`config.mk`:
```
export PLATFORM = sky130hd
export DESIGN_NAME = instr_fetch_sequencer
export DESIGN_NICKNAME = d
export VERILOG_FILES = /design/src/rtl/instr_fetch_sequencer_pkg.sv /design/src/rtl/instr_fetch_sequencer_pc_next_logic.sv /design/src/rtl/instr_fetch_sequencer.sv
export SDC_FILE = /design/constraint.sdc
export NUM_CORES = 1
export LEC_CHECK = 0
export ABC_AREA = 1
export CAP_MARGIN = 20
export CORE_ASPECT_RATIO = 0.6
export CORE_MARGIN = 2
export CORE_UTILIZATION = 48
export CTS_CLUSTER_DIAMETER = 150
export DETAILED_ROUTE_END_ITERATION = 10
export PLACE_DENSITY = 0.86
export SYNTH_ARGS = -nofsm -noshare
export SYNTH_HDL_FRONTEND = slang
export SYNTH_SLANG_ARGS = --single-unit
```
`constraint.sdc`:
```
create_clock -name clk -period 2.65 [get_ports clk]
set_clock_uncertainty 0.2 [all_clocks]
set_input_delay 0.53 -clock clk [delete_from_list [all_inputs] [get_ports clk]]
set_output_delay 0.53 -clock clk [all_outputs]
set_load 0.005 [all_outputs]
```
`src/rtl/instr_fetch_sequencer_pkg.sv`:
```
// Shared definitions for the instruction fetch sequencer and the controller.
//   fetch_state_t : run/halt state of the fetch sequencer
//   OP_HALT       : opcode forced onto the controller while not running
//   OP_BR         : unconditional/conditional branch opcode
//   OP_BREVEN     : branch-if-even opcode
package instr_fetch_sequencer_pkg;

    typedef enum logic [1:0] {
        FS_IDLE,
        FS_RUN,
        FS_HALTED
    } fetch_state_t;

    localparam logic [3:0] OP_HALT   = 4'd12;
    localparam logic [3:0] OP_BR     = 4'd10;
    localparam logic [3:0] OP_BREVEN = 4'd11;

endpackage

```
`src/rtl/instr_fetch_sequencer_pc_next_logic.sv`:
```
// Combinational next-PC selection for the fetch sequencer.
// Ports:
//   pc        in   PC_W  current instruction address
//   halt      in   1     current instruction is HALT
//   branch    in   1     current instruction is a branch
//   br_cond   in   1     branch condition true
//   br_target in   PC_W  branch target address
//   next_pc   out  PC_W  address of the next instruction
//   wrap      out  1     sequential increment rolled over from all-ones to zero
module pc_next_logic #(
    parameter int PC_W = 8
) (
    input  logic [PC_W-1:0] pc,
    input  logic            halt,
    input  logic            branch,
    input  logic            br_cond,
    input  logic [PC_W-1:0] br_target,
    output logic [PC_W-1:0] next_pc,
    output logic            wrap
);

    logic [PC_W:0] pc_inc;

    // The extra carry bit of the increment is exactly the wrap indication.
    assign pc_inc = {1'b0, pc} + (PC_W + 1)'(1);

    // HALT beats a taken branch, which beats sequential flow; only the
    // sequential path can report a wrap.
    always_comb begin
        next_pc = pc_inc[PC_W-1:0];
        wrap    = pc_inc[PC_W];
        if (halt) begin
            next_pc = pc;
            wrap    = 1'b0;
        end else if (branch && br_cond) begin
            next_pc = br_target;
            wrap    = 1'b0;
        end
    end

endmodule

```
`src/rtl/instr_fetch_sequencer.sv`:
```
// Issue side of the opcode/control interface: owns PC, run/halt state and
// a saturating retired-instruction counter for a single-cycle CPU.
// Ports:
//   clk        in   1          clock, rising edge
//   reset      in   1          asynchronous active-high reset
//   start      in   1          begin execution at start_addr (IDLE/HALTED only)
//   start_addr in   PC_W       first instruction address
//   instr_in   in   INSTR_W    ROM data at address pc
//   branch     in   1          controller: current instruction is a branch
//   br_cond    in   1          datapath: branch condition true
//   br_target  in   PC_W       datapath: branch target
//   halt       in   1          controller: current instruction is HALT
//   pc         out  PC_W       current instruction address
//   opcode     out  4          opcode to controller (OP_HALT when not running)
//   operand    out  INSTR_W-4  operand to datapath (zero when not running)
//   running    out  1          state is RUN
//   done       out  1          state is HALTED
//   wrap_err   out  1          sticky: PC rolled over past all-ones
//   instr_cnt  out  CNT_W      instructions retired since last start
module instr_fetch_sequencer
    import instr_fetch_sequencer_pkg::*;
#(
    parameter int PC_W    = 8,
    parameter int INSTR_W = 9,
    parameter int CNT_W   = 16
) (
    input  logic               clk,
    input  logic               reset,
    input  logic               start,
    input  logic [PC_W-1:0]    start_addr,
    input  logic [INSTR_W-1:0] instr_in,
    input  logic               branch,
    input  logic               br_cond,
    input  logic [PC_W-1:0]    br_target,
    input  logic               halt,
    output logic [PC_W-1:0]    pc,
    output logic [3:0]         opcode,
    output logic [INSTR_W-5:0] operand,
    output logic               running,
    output logic               done,
    output logic               wrap_err,
    output logic [CNT_W-1:0]   instr_cnt
);

    fetch_state_t     state;
    fetch_state_t     state_next;
    logic [PC_W-1:0]  pc_next;
    logic [PC_W-1:0]  pc_seq;
    logic             pc_wrap;
    logic [CNT_W-1:0] cnt_next;
    logic             wrap_err_next;

    pc_next_logic #(
        .PC_W (PC_W)
    ) u_pc_next_logic (
        .pc        (pc),
        .halt      (halt),
        .branch    (branch),
        .br_cond   (br_cond),
        .br_target (br_target),
        .next_pc   (pc_seq),
        .wrap      (pc_wrap)
    );

    always_ff @(posedge clk or posedge reset) begin
        if (reset) begin
            state     <= FS_IDLE;
            pc        <= '0;
            instr_cnt <= '0;
            wrap_err  <= 1'b0;
        end else begin
            state     <= state_next;
            pc        <= pc_next;
            instr_cnt <= cnt_next;
            wrap_err  <= wrap_err_next;
        end
    end

    // Outside RUN the controller sees a forced HALT with a zero operand so it
    // never issues writes; controller decisions are only honoured in RUN.
    always_comb begin
        state_next    = state;
        pc_next       = pc;
        cnt_next      = instr_cnt;
        wrap_err_next = wrap_err;
        opcode        = OP_HALT;
        operand       = '0;
        running       = 1'b0;
        done          = 1'b0;

        case (state)
            FS_IDLE, FS_HALTED: begin
                done = (state == FS_HALTED);
                if (start) begin
                    state_next    = FS_RUN;
                    pc_next       = start_addr;
                    cnt_next      = '0;
                    wrap_err_next = 1'b0;
                end
            end
            FS_RUN: begin
                running = 1'b1;
                opcode  = instr_in[INSTR_W-1 -: 4];
                operand = instr_in[INSTR_W-5:0];
                pc_next = pc_seq;
                if (instr_cnt != {CNT_W{1'b1}}) begin
                    cnt_next = instr_cnt + CNT_W'(1);
                end
                if (pc_wrap) begin
                    wrap_err_next = 1'b1;
                end
                if (halt) begin
                    state_next = FS_HALTED;
                end
            end
            default: begin
                state_next = FS_IDLE;
            end
        endcase
    end

endmodule

```
**Word level (Yosys, flattened, before mapping)**

Cells that the tools add are included.

- Word-level logic and storage cells: 41
- Bits in registers: 27
- RAM bits: 0
- Memories: 0
- Output and inout bits: 36
- Bits in read-only memories: 0
- Bits in latches: 0

- Reduce and logical (&&, ||, !) cells: 8
- Add/subtract/negate cells: 2
- Equal/unequal tests: 8
- Multipliers: 0
- Order comparisons: 0
- Div/mod/pow operators: 0
- Bitwise logic cells: 0
- Shift operators: 0
- Muxes and demuxes: 19

Operators by type and width:

| kind | count |
|---|---|
| 16-bit 2-to-1 mux | 2 |
| 16-bit one-hot mux with 2 select lines | 1 |
| 8-bit 2-to-1 mux | 3 |
| 16-bit by 1-bit adder with 16-bit output (second input constant) | 1 |
| 16-bit != test (second input constant) | 1 |
| 8-bit one-hot mux with 2 select lines | 1 |
| 2-bit != test (second input constant) | 5 |
| 8-bit by 1-bit adder with 9-bit output (second input constant) | 1 |
| 3-bit AND reduction | 3 |
| 1-bit 2-to-1 mux | 6 |
| 5-bit 2-to-1 mux | 1 |
| 2-bit 2-to-1 mux | 2 |
| 4-bit 2-to-1 mux | 1 |
| 2-bit one-hot mux with 2 select lines | 1 |
| 2-bit by 1-bit equality test with 1-bit output (second input constant) | 1 |
| 2-bit equality test (second input constant) | 1 |
| 2-bit logical NOT | 1 |
| 1-bit one-hot mux with 2 select lines | 1 |
| 2-bit AND reduction | 1 |
| 2-bit nonzero test | 1 |
| 2-bit OR reduction | 1 |
| 1-bit logical AND | 1 |

**Depth between registers and ports, before layout**

- Word-level depth: 5
- Gate-level depth with buffers: 10

**Hierarchy**

A second synthesis with hierarchy kept.

- Cell total of the unflattened synthesis: 305
- Area, all modules: 2011.9 um^2

Modules (own cells, without submodules):

| module | seq. area each (um^2) | area each (um^2) | cells an instance | instances |
|---|---|---|---|---|
| instr_fetch_sequencer | 675.6 | 1645.3 | 225 | 1 |
| pc_next_logic | 0.0 | 366.6 | 80 | 1 |

**Least setup slack after synthesis**

Ideal clock, no wire load.

- Kind: register to output
- Start point: reg state[1]
- End point: out opcode[2]
- Arrival: 1018 ps
- Slack: 902 ps
- Cell stages (with the launch flop): 5
- Cells stage by stage: dfrtp_1 inv_1 nand2_1 clkbuf_1 or2_2

- Word-level cells in the longest chain between the ends: 2

RTL lines:

| what | line | source |
|---|---|---|
| start, declared | instr_fetch_sequencer.sv:45 | `fetch_state_t state;` |
| start signal, assigned | instr_fetch_sequencer.sv:72 | `state <= state_next;` |
| 2-bit by 1-bit equality test with 1-bit output | instr_fetch_sequencer.sv:91 | `case (state)` |
| 4-bit 2-to-1 mux | instr_fetch_sequencer.sv:91 |  |
| end, declared | instr_fetch_sequencer.sv:37 | `output logic [3:0] opcode,` |

No other way between the ends.

**Worst setup path after layout**

- Start point: reg state[1]
- End point: out opcode[1]

Same word-level chain as after synthesis.

==> impl_metrics.env <==
export IMPL_grt_pass1_wl_um=8420
export IMPL_grt_pass1_vias=1842
export IMPL_synth_seq_area_share_pct=37.2
export IMPL_timing_fmax_mhz=404
export IMPL_min_period_ps=2480
export IMPL_hold_buffers=0
export IMPL_antenna_cells=0
export IMPL_cts_buffer_depth=2
export IMPL_ctsResizeCount=0
export IMPL_drive_above_1_share_pct=7.49
export IMPL_netlist_instances=275
export IMPL_clock_sinks=27
export IMPL_drt_iter0_drc=151
export IMPL_power_net_switching_mw=0.599
export IMPL_worst_setup_path_type="flop to output pin"
export IMPL_cts_buffers=3
export IMPL_firstDrtPassIters=4
export IMPL_portBuffers=66
export IMPL_p_clk_share_pct=15.8
export IMPL_async_flop_share_pct=100
export IMPL_place_hpwl_um=3990
export IMPL_r2r_slack_ps=720
export IMPL_rsz0062_at_grt="no"
export IMPL_place_ws_ps=249
export IMPL_synth_most_common_cell="nand2_1"
export IMPL_seq_area_sq_um=676
export IMPL_die_w_um=83.4
export IMPL_fillers=312
export IMPL_drtAntennaViolNets=0
export IMPL_cts_root_buffer="clkbuf_8"
export IMPL_worstSkewPairLatency_ps=290
export IMPL_synthFlopType="dfrtp_1"
export IMPL_ir_worst_vdd_mv=0.395
export IMPL_end_kind="output pin"
export IMPL_cp_required_ps=1920
export IMPL_synth_warnings=0
export IMPL_synth_cell_types=25
export IMPL_htree_levels=1
export IMPL_syn_area_sq_um=1810
export IMPL_vias=2014
export IMPL_wl_per_cell_um=13.0
export IMPL_netSwitchingFraction_pct=38.4
export IMPL_start_kind="flop"
export IMPL_synth_area_leaders="dfrtp_1 (37%), nand2_1 (17%), nor2_1 (10%)"
export IMPL_hold_class="flop to flop"
export IMPL_fp_row_count=17
export IMPL_totalWireLength_um=5130
export IMPL_drcViolationCount=0
export IMPL_worst_slew_pin_transition_ps=420
export IMPL_antenna_found_initial=0
export IMPL_track_usage_pct=24.6
export IMPL_setup_ws_ps=173
export IMPL_p_comb_share_pct=45.4
export IMPL_setup_viol=0
export IMPL_gp_congestion=0.926
export IMPL_die_h_um=51.6
export IMPL_drv_slew=0
export IMPL_critPathMaxFanout=8
export IMPL_avgViaCountPerCell=5.11
export IMPL_cellLeakagePower_nw=1.14
export IMPL_initial_core_util_pct=49.9
export IMPL_p_per_area_nw_per_um2=600
export IMPL_yosysTopAreaCell="dfrtp_1"
export IMPL_ios=67
export IMPL_max_cap_violations=0
export IMPL_grt_overflow_total=0
export IMPL_synth_seq_cells=27
export IMPL_yosysTopAreaCellShare_pct=37.2
export IMPL_synth_edf_count=0
export IMPL_avgSynthCellArea_sq_um=6.60
export IMPL_sequentialPowerShare_pct=38.8
export IMPL_synthTopCellsByCount="nand2_1 (80), nor2_1 (50), inv_1 (31), dfrtp_1 (27), o21ai_0 (18)"
export IMPL_synthToLayoutAreaGrowth_pct=43.4
export IMPL_status="finished, final reports clean"
export IMPL_cp_arrival_ps=1750
export IMPL_nets=381
export IMPL_core_area_sq_um=3640
export IMPL_tns_ps=0
export IMPL_die_area_sq_um=4300
export IMPL_cts_clk_slew_worst_paths_ps=90
export IMPL_cts_tree="built"
export IMPL_min_period_over_period_pct=93.5
export IMPL_maxSlewHeadroom_pct=71.8
export IMPL_p_int_mw=0.961
export IMPL_synth_nets=308
export IMPL_hold_viol_final=0
export IMPL_grt_max_degree=28
export IMPL_multi_input_area_sq_um=985
export IMPL_post_cts_buffers=0
## final timing paths
check / startpoint / endpoint / cells past startpoint
hold / removal: wrap_err / wrap_err / 2
setup / recovery: state[1] / opcode[1] / 5
max in group asynchronous: reset / pc[5] / 3
hold reg to reg: wrap_err / wrap_err / 2
min in group asynchronous: reset / instr_cnt[2] / 3
setup reg to reg: state[0] / pc[3] / 9
## metrics by stage
step	instance area [sq um]	hold slack [ps]	instances	util [%]	power [mW]
CTS	2600	335	394	71.5	1.56
global route	2600	392	394	71.5	1.68
global placement	2550	311	390	70.2	1.29
floorplan	1810	291	275	-	0.952
finish	2600	330	394	71.5	1.56
detailed placement	2550	303	390	70.2	1.31
## power groups by stage
stage	registers (mW)	clock network [mW]	logic [mW]
2_1_floorplan	0.600	0	0.353
4_1_cts	0.603	0.250	0.706
3_5_place_dp	0.611	0	0.704
6_report	0.606	0.246	0.708
5_1_grt	0.622	0.267	0.791
3_3_place_gp	0.612	0	0.683
## registers in the layout, summed over array words and instances (netlist names)
name       count
instr_cnt     16
state          2
pc             8
wrap_err       1
## kinds of logic after synthesis
family / Yosys count / synth area share (%)
flops: 27 / 37.2
buf+inv: 38 / 8.48
xor+xnor: 6 / 2.90
compound gates: 34 / 10.1
simple gates: 168 / 39.9
fa+ha+maj: 2 / 1.38
## worst max-delay path: stages (launching register included)
cell and delay [ps]:
dfrtp_1 360, inv_1 80, nand2_1 190, buf_4 230, nor2_1 100, clkdlybuf4s50_1 510
## cell usage in the layout, fill, tap and decap left out, drive strengths merged
master,netlist,routed
a21oi,12,12
buf,2,6
clkbuf,2,3
clkdlybuf4s50,0,66
clkinv,1,1
clkinvlp,0,1
dfrtp,27,27
ha,2,2
inv,33,33
nand2,85,85
nand3,17,17
nand4,8,8
nor2,52,52
nor3,2,2
o21ai,20,20
o21bai,2,2
or2,4,4
xnor2,1,1
xor2,5,5
## per-layer routing
metal | global-route usage, % | vias up | part of all wire (%)
li1 | - | 1013 | -
met1 | 36.0 | 900 | 49
met2 | 37.4 | 99 | 41
met3 | 6.03 | 2 | 9.2
met4 | 4.92 | 0 | 0.23
met5 | 0 | - | 0
## layout make-up
cell class / instances / share of cell area, %
clock buffer: 3 / 1.59
clock inverter: 1 / 0.289
inverter: 34 / 4.91
multi-input combinational: 210 / 37.9
sequential: 27 / 26.0
tap: 47 / 2.26
timing repair buffer: 72 / 27.1
(Power assumes the default switching activity.)
